## src/rtl/cpu_pipeline_fwd.sv

```systemverilog
// Five-stage MIPS-subset pipeline (IF/ID/EX/MEM/WB) with EX-stage branch resolution,
// hazard detection and selectable forwarding; both memories sit outside the core.
module cpu_pipeline_fwd #(
  parameter int DATA_W     = 32,
  parameter int PC_W       = 8,
  parameter int RESET_PC   = 0,
  parameter bit FORWARD_EN = 1'b1
) (
  input  logic              clk_CPU,
  input  logic              rst_CPU,
  output logic [PC_W-1:0]   imem_addr,
  input  logic [31:0]       imem_data,
  output logic [DATA_W-1:0] dmem_addr,
  output logic [DATA_W-1:0] dmem_wdata,
  output logic              dmem_we,
  input  logic [DATA_W-1:0] dmem_rdata,
  output logic [DATA_W-1:0] resultado,
  output logic              wb_valid,
  output logic [4:0]        wb_reg,
  output logic [15:0]       stall_cnt,
  output logic [15:0]       flush_cnt
);

  typedef enum logic [2:0] {ALU_ADD, ALU_SUB, ALU_AND, ALU_OR, ALU_SLT} alu_op_t;

  logic [PC_W-1:0]   pc, pc_plus1;
  logic [31:0]       if_id_instr;
  logic [PC_W-1:0]   if_id_pc1;

  logic              idex_reg_write, idex_mem_read, idex_mem_write, idex_branch, idex_use_imm;
  alu_op_t           idex_alu_op;
  logic [4:0]        idex_dest, idex_rs, idex_rt;
  logic [DATA_W-1:0] idex_rs_val, idex_rt_val, idex_imm;
  logic [PC_W-1:0]   idex_pc1;

  logic              exmem_reg_write, exmem_mem_read, exmem_mem_write;
  logic [4:0]        exmem_dest;
  logic [DATA_W-1:0] exmem_result, exmem_store;

  logic              memwb_reg_write;
  logic [4:0]        memwb_dest;
  logic [DATA_W-1:0] memwb_data;

  logic [DATA_W-1:0] rf [32];

  // ---------------- ID ----------------
  logic [5:0]        op, funct;
  logic [4:0]        rs, rt, rd;
  logic [DATA_W-1:0] imm_ext, rs_val, rt_val;
  logic              dec_reg_write, dec_mem_read, dec_mem_write, dec_branch, dec_use_imm;
  logic              uses_rs, uses_rt;
  alu_op_t           dec_alu_op;
  logic [4:0]        dec_dest;
  logic              unused_shamt;

  assign op      = if_id_instr[31:26];
  assign rs      = if_id_instr[25:21];
  assign rt      = if_id_instr[20:16];
  assign rd      = if_id_instr[15:11];
  assign funct   = if_id_instr[5:0];
  assign imm_ext = DATA_W'($signed(if_id_instr[15:0]));
  assign unused_shamt = ^if_id_instr[10:6];

  always_comb begin
    dec_reg_write = 1'b0;
    dec_mem_read  = 1'b0;
    dec_mem_write = 1'b0;
    dec_branch    = 1'b0;
    dec_use_imm   = 1'b0;
    dec_alu_op    = ALU_ADD;
    dec_dest      = 5'd0;
    uses_rs       = 1'b0;
    uses_rt       = 1'b0;
    case (op)
      6'h00: begin
        dec_reg_write = 1'b1;
        dec_dest      = rd;
        uses_rs       = 1'b1;
        uses_rt       = 1'b1;
        case (funct)
          6'h20: dec_alu_op = ALU_ADD;
          6'h22: dec_alu_op = ALU_SUB;
          6'h24: dec_alu_op = ALU_AND;
          6'h25: dec_alu_op = ALU_OR;
          6'h2A: dec_alu_op = ALU_SLT;
          default: begin
            dec_reg_write = 1'b0;
            dec_dest      = 5'd0;
            uses_rs       = 1'b0;
            uses_rt       = 1'b0;
          end
        endcase
      end
      6'h23: begin
        dec_reg_write = 1'b1;
        dec_mem_read  = 1'b1;
        dec_use_imm   = 1'b1;
        dec_dest      = rt;
        uses_rs       = 1'b1;
      end
      6'h2B: begin
        dec_mem_write = 1'b1;
        dec_use_imm   = 1'b1;
        uses_rs       = 1'b1;
        uses_rt       = 1'b1;
      end
      6'h04: begin
        dec_branch = 1'b1;
        uses_rs    = 1'b1;
        uses_rt    = 1'b1;
      end
      6'h08: begin
        dec_reg_write = 1'b1;
        dec_use_imm   = 1'b1;
        dec_dest      = rt;
        uses_rs       = 1'b1;
      end
      default: ;
    endcase
    // r0 destinations never write, so they can never be forwarded or stall anything
    if (dec_dest == 5'd0) dec_reg_write = 1'b0;
  end

  always_comb begin
    rs_val = rf[rs];
    rt_val = rf[rt];
    if (memwb_reg_write && memwb_dest == rs) rs_val = memwb_data;
    if (memwb_reg_write && memwb_dest == rt) rt_val = memwb_data;
    if (rs == 5'd0) rs_val = '0;
    if (rt == 5'd0) rt_val = '0;
  end

  // ---------------- hazards ----------------
  logic src_hit_ex, src_hit_mem, stall_req, branch_taken, issue;

  assign src_hit_ex  = idex_reg_write &&
                       ((uses_rs && idex_dest == rs) || (uses_rt && idex_dest == rt));
  assign src_hit_mem = exmem_reg_write &&
                       ((uses_rs && exmem_dest == rs) || (uses_rt && exmem_dest == rt));
  assign stall_req   = FORWARD_EN ? (src_hit_ex && idex_mem_read) : (src_hit_ex || src_hit_mem);
  assign issue       = !branch_taken && !stall_req;

  // ---------------- EX ----------------
  logic [DATA_W-1:0] op_a, op_b_reg, alu_b, alu_res;
  logic [PC_W-1:0]   branch_target;

  always_comb begin
    op_a     = idex_rs_val;
    op_b_reg = idex_rt_val;
    if (FORWARD_EN) begin
      if (exmem_reg_write && !exmem_mem_read && exmem_dest == idex_rs) op_a = exmem_result;
      else if (memwb_reg_write && memwb_dest == idex_rs)               op_a = memwb_data;
      if (exmem_reg_write && !exmem_mem_read && exmem_dest == idex_rt) op_b_reg = exmem_result;
      else if (memwb_reg_write && memwb_dest == idex_rt)               op_b_reg = memwb_data;
    end
  end

  assign alu_b = idex_use_imm ? idex_imm : op_b_reg;

  always_comb begin
    alu_res = '0;
    case (idex_alu_op)
      ALU_ADD: alu_res = op_a + alu_b;
      ALU_SUB: alu_res = op_a - alu_b;
      ALU_AND: alu_res = op_a & alu_b;
      ALU_OR:  alu_res = op_a | alu_b;
      ALU_SLT: alu_res[0] = $signed(op_a) < $signed(alu_b);
      default: alu_res = '0;
    endcase
  end

  assign branch_taken  = idex_branch && (op_a == op_b_reg);
  assign branch_target = idex_pc1 + PC_W'(idex_imm);
  assign pc_plus1      = pc + PC_W'(1);

  // ---------------- pipeline registers ----------------
  always_ff @(posedge clk_CPU or posedge rst_CPU) begin
    if (rst_CPU) begin
      pc              <= PC_W'(RESET_PC);
      if_id_instr     <= '0;
      if_id_pc1       <= '0;
      idex_reg_write  <= 1'b0;
      idex_mem_read   <= 1'b0;
      idex_mem_write  <= 1'b0;
      idex_branch     <= 1'b0;
      idex_use_imm    <= 1'b0;
      idex_alu_op     <= ALU_ADD;
      idex_dest       <= '0;
      idex_rs         <= '0;
      idex_rt         <= '0;
      idex_rs_val     <= '0;
      idex_rt_val     <= '0;
      idex_imm        <= '0;
      idex_pc1        <= '0;
      exmem_reg_write <= 1'b0;
      exmem_mem_read  <= 1'b0;
      exmem_mem_write <= 1'b0;
      exmem_dest      <= '0;
      exmem_result    <= '0;
      exmem_store     <= '0;
      memwb_reg_write <= 1'b0;
      memwb_dest      <= '0;
      memwb_data      <= '0;
      stall_cnt       <= '0;
      flush_cnt       <= '0;
    end else begin
      if (branch_taken) begin
        pc          <= branch_target;
        if_id_instr <= '0;
        if (flush_cnt != 16'hFFFF) flush_cnt <= flush_cnt + 16'd1;
      end else if (stall_req) begin
        if (stall_cnt != 16'hFFFF) stall_cnt <= stall_cnt + 16'd1;
      end else begin
        pc          <= pc_plus1;
        if_id_instr <= imem_data;
        if_id_pc1   <= pc_plus1;
      end

      // data fields always follow ID; control fields become a bubble on stall or flush
      idex_reg_write  <= issue && dec_reg_write;
      idex_mem_read   <= issue && dec_mem_read;
      idex_mem_write  <= issue && dec_mem_write;
      idex_branch     <= issue && dec_branch;
      idex_use_imm    <= dec_use_imm;
      idex_alu_op     <= dec_alu_op;
      idex_dest       <= issue ? dec_dest : 5'd0;
      idex_rs         <= rs;
      idex_rt         <= rt;
      idex_rs_val     <= rs_val;
      idex_rt_val     <= rt_val;
      idex_imm        <= imm_ext;
      idex_pc1        <= if_id_pc1;

      exmem_reg_write <= idex_reg_write;
      exmem_mem_read  <= idex_mem_read;
      exmem_mem_write <= idex_mem_write;
      exmem_dest      <= idex_dest;
      exmem_result    <= alu_res;
      exmem_store     <= op_b_reg;

      memwb_reg_write <= exmem_reg_write;
      memwb_dest      <= exmem_dest;
      memwb_data      <= exmem_mem_read ? dmem_rdata : exmem_result;
    end
  end

  always_ff @(posedge clk_CPU or posedge rst_CPU) begin
    if (rst_CPU) begin
      for (int i = 0; i < 32; i++) rf[i] <= '0;
    end else if (memwb_reg_write) begin
      rf[memwb_dest] <= memwb_data;
    end
  end

  assign imem_addr  = pc;
  assign dmem_addr  = exmem_result;
  assign dmem_wdata = exmem_store;
  assign dmem_we    = exmem_mem_write;
  assign resultado  = memwb_data;
  assign wb_valid   = memwb_reg_write;
  assign wb_reg     = memwb_dest;

endmodule

```

## config.mk

```make
export PLATFORM = sky130hd
export DESIGN_NAME = cpu_pipeline_fwd
export DESIGN_NICKNAME = d
export VERILOG_FILES = /design/src/rtl/cpu_pipeline_fwd.sv
export SDC_FILE = /design/constraint.sdc
export NUM_CORES = 2
export LEC_CHECK = 0
export CORE_ASPECT_RATIO = 0.6
export CORE_UTILIZATION = 35
export CTS_BUF_LIST = sky130_fd_sc_hd__clkbuf_4
export DETAILED_ROUTE_END_ITERATION = 8
export DONT_BUFFER_PORTS = 1
export HOLD_SLACK_MARGIN = 0.03
export REMOVE_ABC_BUFFERS = 1
export SETUP_SLACK_MARGIN = 0.02
export SYNTH_ARGS = -nofsm -noshare
export SYNTH_HDL_FRONTEND = slang
export SYNTH_SLANG_ARGS = --single-unit
```

## constraint.sdc

```tcl
create_clock -name clk_CPU -period 119.5 [get_ports clk_CPU]
set_input_delay 5.975 -clock clk_CPU [delete_from_list [all_inputs] [get_ports clk_CPU]]
set_output_delay 5.975 -clock clk_CPU [all_outputs]
set_load 0.02 [all_outputs]
```

# Word level (Yosys, flattened, before mapping)
# Index checks and enable logic that the tools add are counted.
[word_totals]
ff_bits = 1325
input_bits = 66
out_inout_bits = 143
word_cells = 176
[classes]
n_addsub = 6
magnitude_cmp = 5
n_eq_ne = 25
mux = 39
bitwise_logic = 7
n_reduce_logical = 35
[op_table]
columns = ["cell", "n"]
rows = [
  ["bitwise mux 1024 bit", 1],
  ["two-way mux 32 bit", 17],
  ["binary-select mux 32 bit (select 5 bit)", 2],
  ["demux 32 bit (select 5 bit)", 1],
  ["case mux 31 bit (4 select lines)", 1],
  ["equality test 6 bit, second input constant", 7],
  ["equality test 5 bit", 8],
  ["adder 16 x 1 -> 16 bit, second input constant", 2],
  ["adder 32 bit", 1],
  ["AND 32 bit", 1],
  ["equality test 32 bit", 1],
  ["< comparator 32 bit", 1],
  ["inequality test 16 bit, second input constant", 2],
  ["OR 32 bit", 1],
  ["subtractor 32 bit", 1],
  [">= comparator 6 bit, second input constant", 3],
  ["logical AND 1 bit", 18],
  ["NOT 5 -> 6 bit", 3],
  ["two-way mux 8 bit", 2],
  ["zero test 5 bit", 3],
  ["case mux 3 bit (4 select lines)", 1],
  ["two-way mux 5 bit", 2],
  ["case mux 5 bit (2 select lines)", 1],
  ["adder 8 x 1 -> 8 bit, second input constant", 1],
  ["other kinds (23)", 36],
]

# Longest topological paths before layout
[logic_depth]
ltp_word = 11
mapped_depth = 24
depth_no_buf = 20

# Worst setup path after synthesis
# Ideal clock, no wire load.
[synth_timing]
path_type = "register to output"
from = "reg pc[3], in the netlist imem_addr[3]"
to = "out imem_addr[3]"
arrival_time_ns = 0.492
required_ns = 113.525
setup_slack_ns = 113.033
path_stages_with_launch = 1
path_buffers = 0
path_cell_list = "dfrtp_1"
[synth_lines]
columns = ["element", "line", "source"]
rows = [
  ["start: declaration", "26", "logic [PC_W-1:0] pc, pc_plus1;"],
  ["start signal: assignment", "179", "pc <= PC_W'(RESET_PC);"],
  ["start signal: assignment", "208", "pc <= branch_target;"],
  ["start signal: assignment", "214", "pc <= pc_plus1;"],
  ["end: declaration", "11", "output logic [PC_W-1:0] imem_addr,"],
]
# No word-level cell between the ends.

==> summary by stage <==
Timing
Setup repair after global routing left no endpoint under its margin. Across the routed clock network, the largest skew measured is 0.124 ns. The final number of setup-violating endpoints is 0.

In this run the tightest slew margin relative to its limit is 12.1%. For this run, the top clock speed supported by timing is 0.117 GHz. The final number of max-transition violations is 0. The clock period could shrink to 8.52 ns. The ratio of final minimum period to clock period is 7.13%. The transition at the pin with the smallest max-transition slack is 1.32 ns. The count of endpoints failing hold in the final timing report is 0. The final-layout setup total negative slack is 0 ns. The worst hold slack is 0.375 ns.

Floorplan
The die covers 209,000 µm². The die is 590 µm wide. The initialized floorplan defines 129 standard-cell rows. The effective utilization at floorplan is 35.2%.

209 I/O pins were placed. The die is 355 µm tall. After floorplanning, the core was sized to cover 206,000 µm².

Logic synthesis
sky130_fd_sc_hd__dfrtp_1 takes more of the synthesized area than any other cell. The synthesized cell area is 72,700 µm². The share of the Yosys chip area taken by registers is 45.6%. In the synthesized netlist the dominant register cell turns out to be sky130_fd_sc_hd__dfrtp_1.

After synthesis the netlist holds a flip-flop and latch count of 1,325. In this run the mean area of a mapped cell was 13.5 µm². The commonest cells after synthesis are 1,325 x sky130_fd_sc_hd__dfrtp_1, 1,101 x sky130_fd_sc_hd__mux2_2, 555 x sky130_fd_sc_hd__mux4_2, 355 x sky130_fd_sc_hd__clkbuf_1, 214 x sky130_fd_sc_hd__nor2_1.

By area the synthesized netlist is led by sky130_fd_sc_hd__dfrtp_1 46%, sky130_fd_sc_hd__mux4_2 17%, sky130_fd_sc_hd__mux2_2 17%. The number of synthesized flops with an enable pin is 0. For this run, the number of Yosys warnings is 0.

In the synthesized netlist, the number of instances is 5,390. The most numerous cell in the Yosys netlist is sky130_fd_sc_hd__dfrtp_1. The async set-reset flop share out of synthesis is 100%. Yosys mapped the design onto 78 distinct sky130hd cell types. After synthesis, the largest area contributor takes up 45.6% of total cell area.

Cells and area
The flip-flop count of the largest register after layout is 1,024. Relative to the synthesized area, the layout overhead comes to 9.90%. The post-route netlist has 42.9% of its cells at a drive strength greater than 1. The final-stage net count is 5,547. Counting flops per register, the top entry is rf.

Power and ir drop
Per report_power, the combinational group accounts for 8.0% of the total. The worst-case IR drop observed on VDD is 0.00785 mV. The net switching share of the total power is 28.1%. The leakage component of the power is 36.3 nW. The power per cell area is 11.9 nW/µm². Summed over all nets, the switching power comes to 0.267 mW. The internal power of the cells totals 0.683 mW.

Sequential cells burn 49.4% of the power. The clock power share is 42.6%.

GRT
The number of antenna violations at the first check in global routing is 20. The global-route wire length before repair is 369 mm. The number of global-route vias before repair was 49,885.

The pin count of the biggest net entering global routing is 156. The residual overflow from global routing is 0. Global routing used 24.3% of the available tracks across all layers.

Clock network
The post-CTS clock slew at the launch and capture registers of the worst setup and hold paths is 0.07 ns. The number of sinks on the clock net is 1,325. The number of hold-repair buffers added at the cts stage is 0. The number of clock buffers added by TritonCTS is 341. The number of resized instances in the post-cts repair step is 0. TritonCTS built the clock tree. The count of buffers added by post-CTS timing repair for setup is 0.

The clock reaches the later pin of the worst-skew pair after 1.25 ns. The clock tree root driver cell is sky130_fd_sc_hd__clkbuf_4. The maximum root-to-sink buffer count is 4. The H-tree generated during clock tree synthesis spans 5 levels.

Placed design
After legalization and detailed placement, the total HPWL measured 156 mm. Routability-driven placement finished with a final weighted congestion of 0.972. Buffers placed on the I/O ports in this run total 0.

Critical path
The kind of end point of the critical path is an asynchronous set/reset pin. The type of the worst setup path is primary input to asynchronous set/reset pin. The arrival time of the worst setup path is 9.70 ns. The endpoint required time on the critical path is 120.67 ns.

In this run the critical register-to-register path is captured at dmem_addr[24]. The reg-to-reg setup timing slack is 112.09 ns. In this run the critical register-to-register path is launched from wb_reg[3]. STA classifies the critical path startpoint as a primary input. The number of cell instances on the worst register-to-register path is 20. The highest fanout seen on the critical path is 148.

Route
The routed wire length is 256 mm. Summing over every cut layer, the via total after detailed routing is 50,321. For this run, design rule violations remaining after detail routing come to 0.

Dividing the detail-routed wire length by the instance count gives 30.6 µm. The pre-antenna-repair detailed-routing pass consisted of 5 iterations. The antenna violation net count after detailed routing is 0. For this block, the initial DRC count from the detailed router was 5,902. After detailed routing, the number of vias per cell comes to 6.01.

Outcome
The run finished with clean final reports.

Flow run
The tool flagged a number of max-cap violations equal to 0.

Worst hold path
In this run the most critical hold path is launched from if_id_pc1[6]. The path class of the tightest hold or removal check is flop to flop. The cell depth of the worst min-delay path is 0. The path with the worst hold slack has its endpoint at idex_pc1[6].
[per-stage QoR]
| stage | total power [mW] | cell area (µm²) | util, % | setup slack [ns] | std cells |
|---|---|---|---|---|---|
| final | 0.950 | 79800 | 38.7 | 110.98 | 8370 |
| after global routing | 0.989 | 79800 | 38.7 | 110.41 | 8365 |
| after detailed placement | 0.554 | 75600 | 36.7 | 109.56 | 7774 |
| after floorplan | 0.530 | 70600 | - | 76.17 | 4863 |
| after global placement | 0.553 | 75600 | 36.7 | 109.62 | 7774 |
| after CTS | 0.958 | 79800 | 38.7 | 110.88 | 8362 |
[placed cells by master (no fill, tap or decap), drive strengths merged, types with 9 or more instances in the layout]
master / instances
dfrtp: 1325
mux2: 1108
mux4: 555
clkbuf: 475
nor2: 215
nand2: 180
mux2i: 179
a21oi: 172
buf: 160
inv: 117
ha: 112
o21ai: 101
clkinv: 99
a211oi: 96
xnor2: 94
nand3: 64
nor3: 55
xor2: 48
a31oi: 37
a221oi: 36
o22ai: 33
a21o: 31
o221ai: 29
nand2b: 23
a221o: 23
o21bai: 22
o21a: 22
nand4: 21
o211ai: 21
nor4: 21
and3: 15
and2: 13
nor2b: 13
o31ai: 9
[cells by family (layout without fill, tap and decap cells)]
kind of cell,Yosys count,after routing,share of synthesized area (%)
muxes,1842,1842,36.9
and+or+nand+nor,662,662,4.29
xor gates and xnor gates,142,142,1.71
AOI/OAI and AO/OA,663,663,6.03
DFF,1325,1325,45.6
buffers and inverters,641,862,3.46
other,0,8,0
adders and majority gates,115,115,2.01
[power groups by stage]
stage	Sequential, mW	Combinational, mW	Clock (mW)
floorplan	0.484	0.0461	0
global placement	0.477	0.0756	0
detailed placement	0.477	0.0763	0
CTS	0.469	0.0766	0.413
global route	0.469	0.0827	0.437
finish	0.469	0.0764	0.404
[layout make-up]
class	instances	area [µm²]
Clock buffer	475	3570
Fill cell	19444	126000
Timing Repair Buffer	160	1300
Clock inverter	113	667
Inverter	114	435
Antenna cell	8	20.0
Tap cell	2751	3440
Multi-Input combinational cell	3424	37200
Sequential cell	1325	33200
[worst max-delay path, cell delays in order]
cell                     delay [ns]
sky130_fd_sc_hd__inv_8         0.54
sky130_fd_sc_hd__buf_12        0.68
sky130_fd_sc_hd__buf_4         0.75
sky130_fd_sc_hd__buf_4         0.82
sky130_fd_sc_hd__buf_12        0.57
[worst max path at each step]
stage | startpoint | cells past startpoint | endpoint | slack, ns
final | rst_CPU | 5 | resultado[19] | 110.98
after global routing | rst_CPU | 5 | resultado[19] | 110.41
after CTS | rst_CPU | 5 | resultado[19] | 110.88
after detailed placement | rst_CPU | 5 | rf[536] | 109.56
after global placement | rst_CPU | 5 | resultado[13] | 109.62
after floorplan | rst_CPU | 1 | dmem_addr[0] | 76.17
[per-layer routing]
| metal | global-route usage [%] | vias to the layer above | share of wire [%] |
|---|---|---|---|
| li1 | - | 20453 | - |
| met1 | 34.9 | 26704 | 43 |
| met2 | 33.6 | 2635 | 42 |
| met3 | 7.78 | 519 | 11 |
| met4 | 9.57 | 10 | 3.9 |
| met5 | 0.562 | - | 0.087 |
No activity file was read; power rests on OpenSTA's default activity.
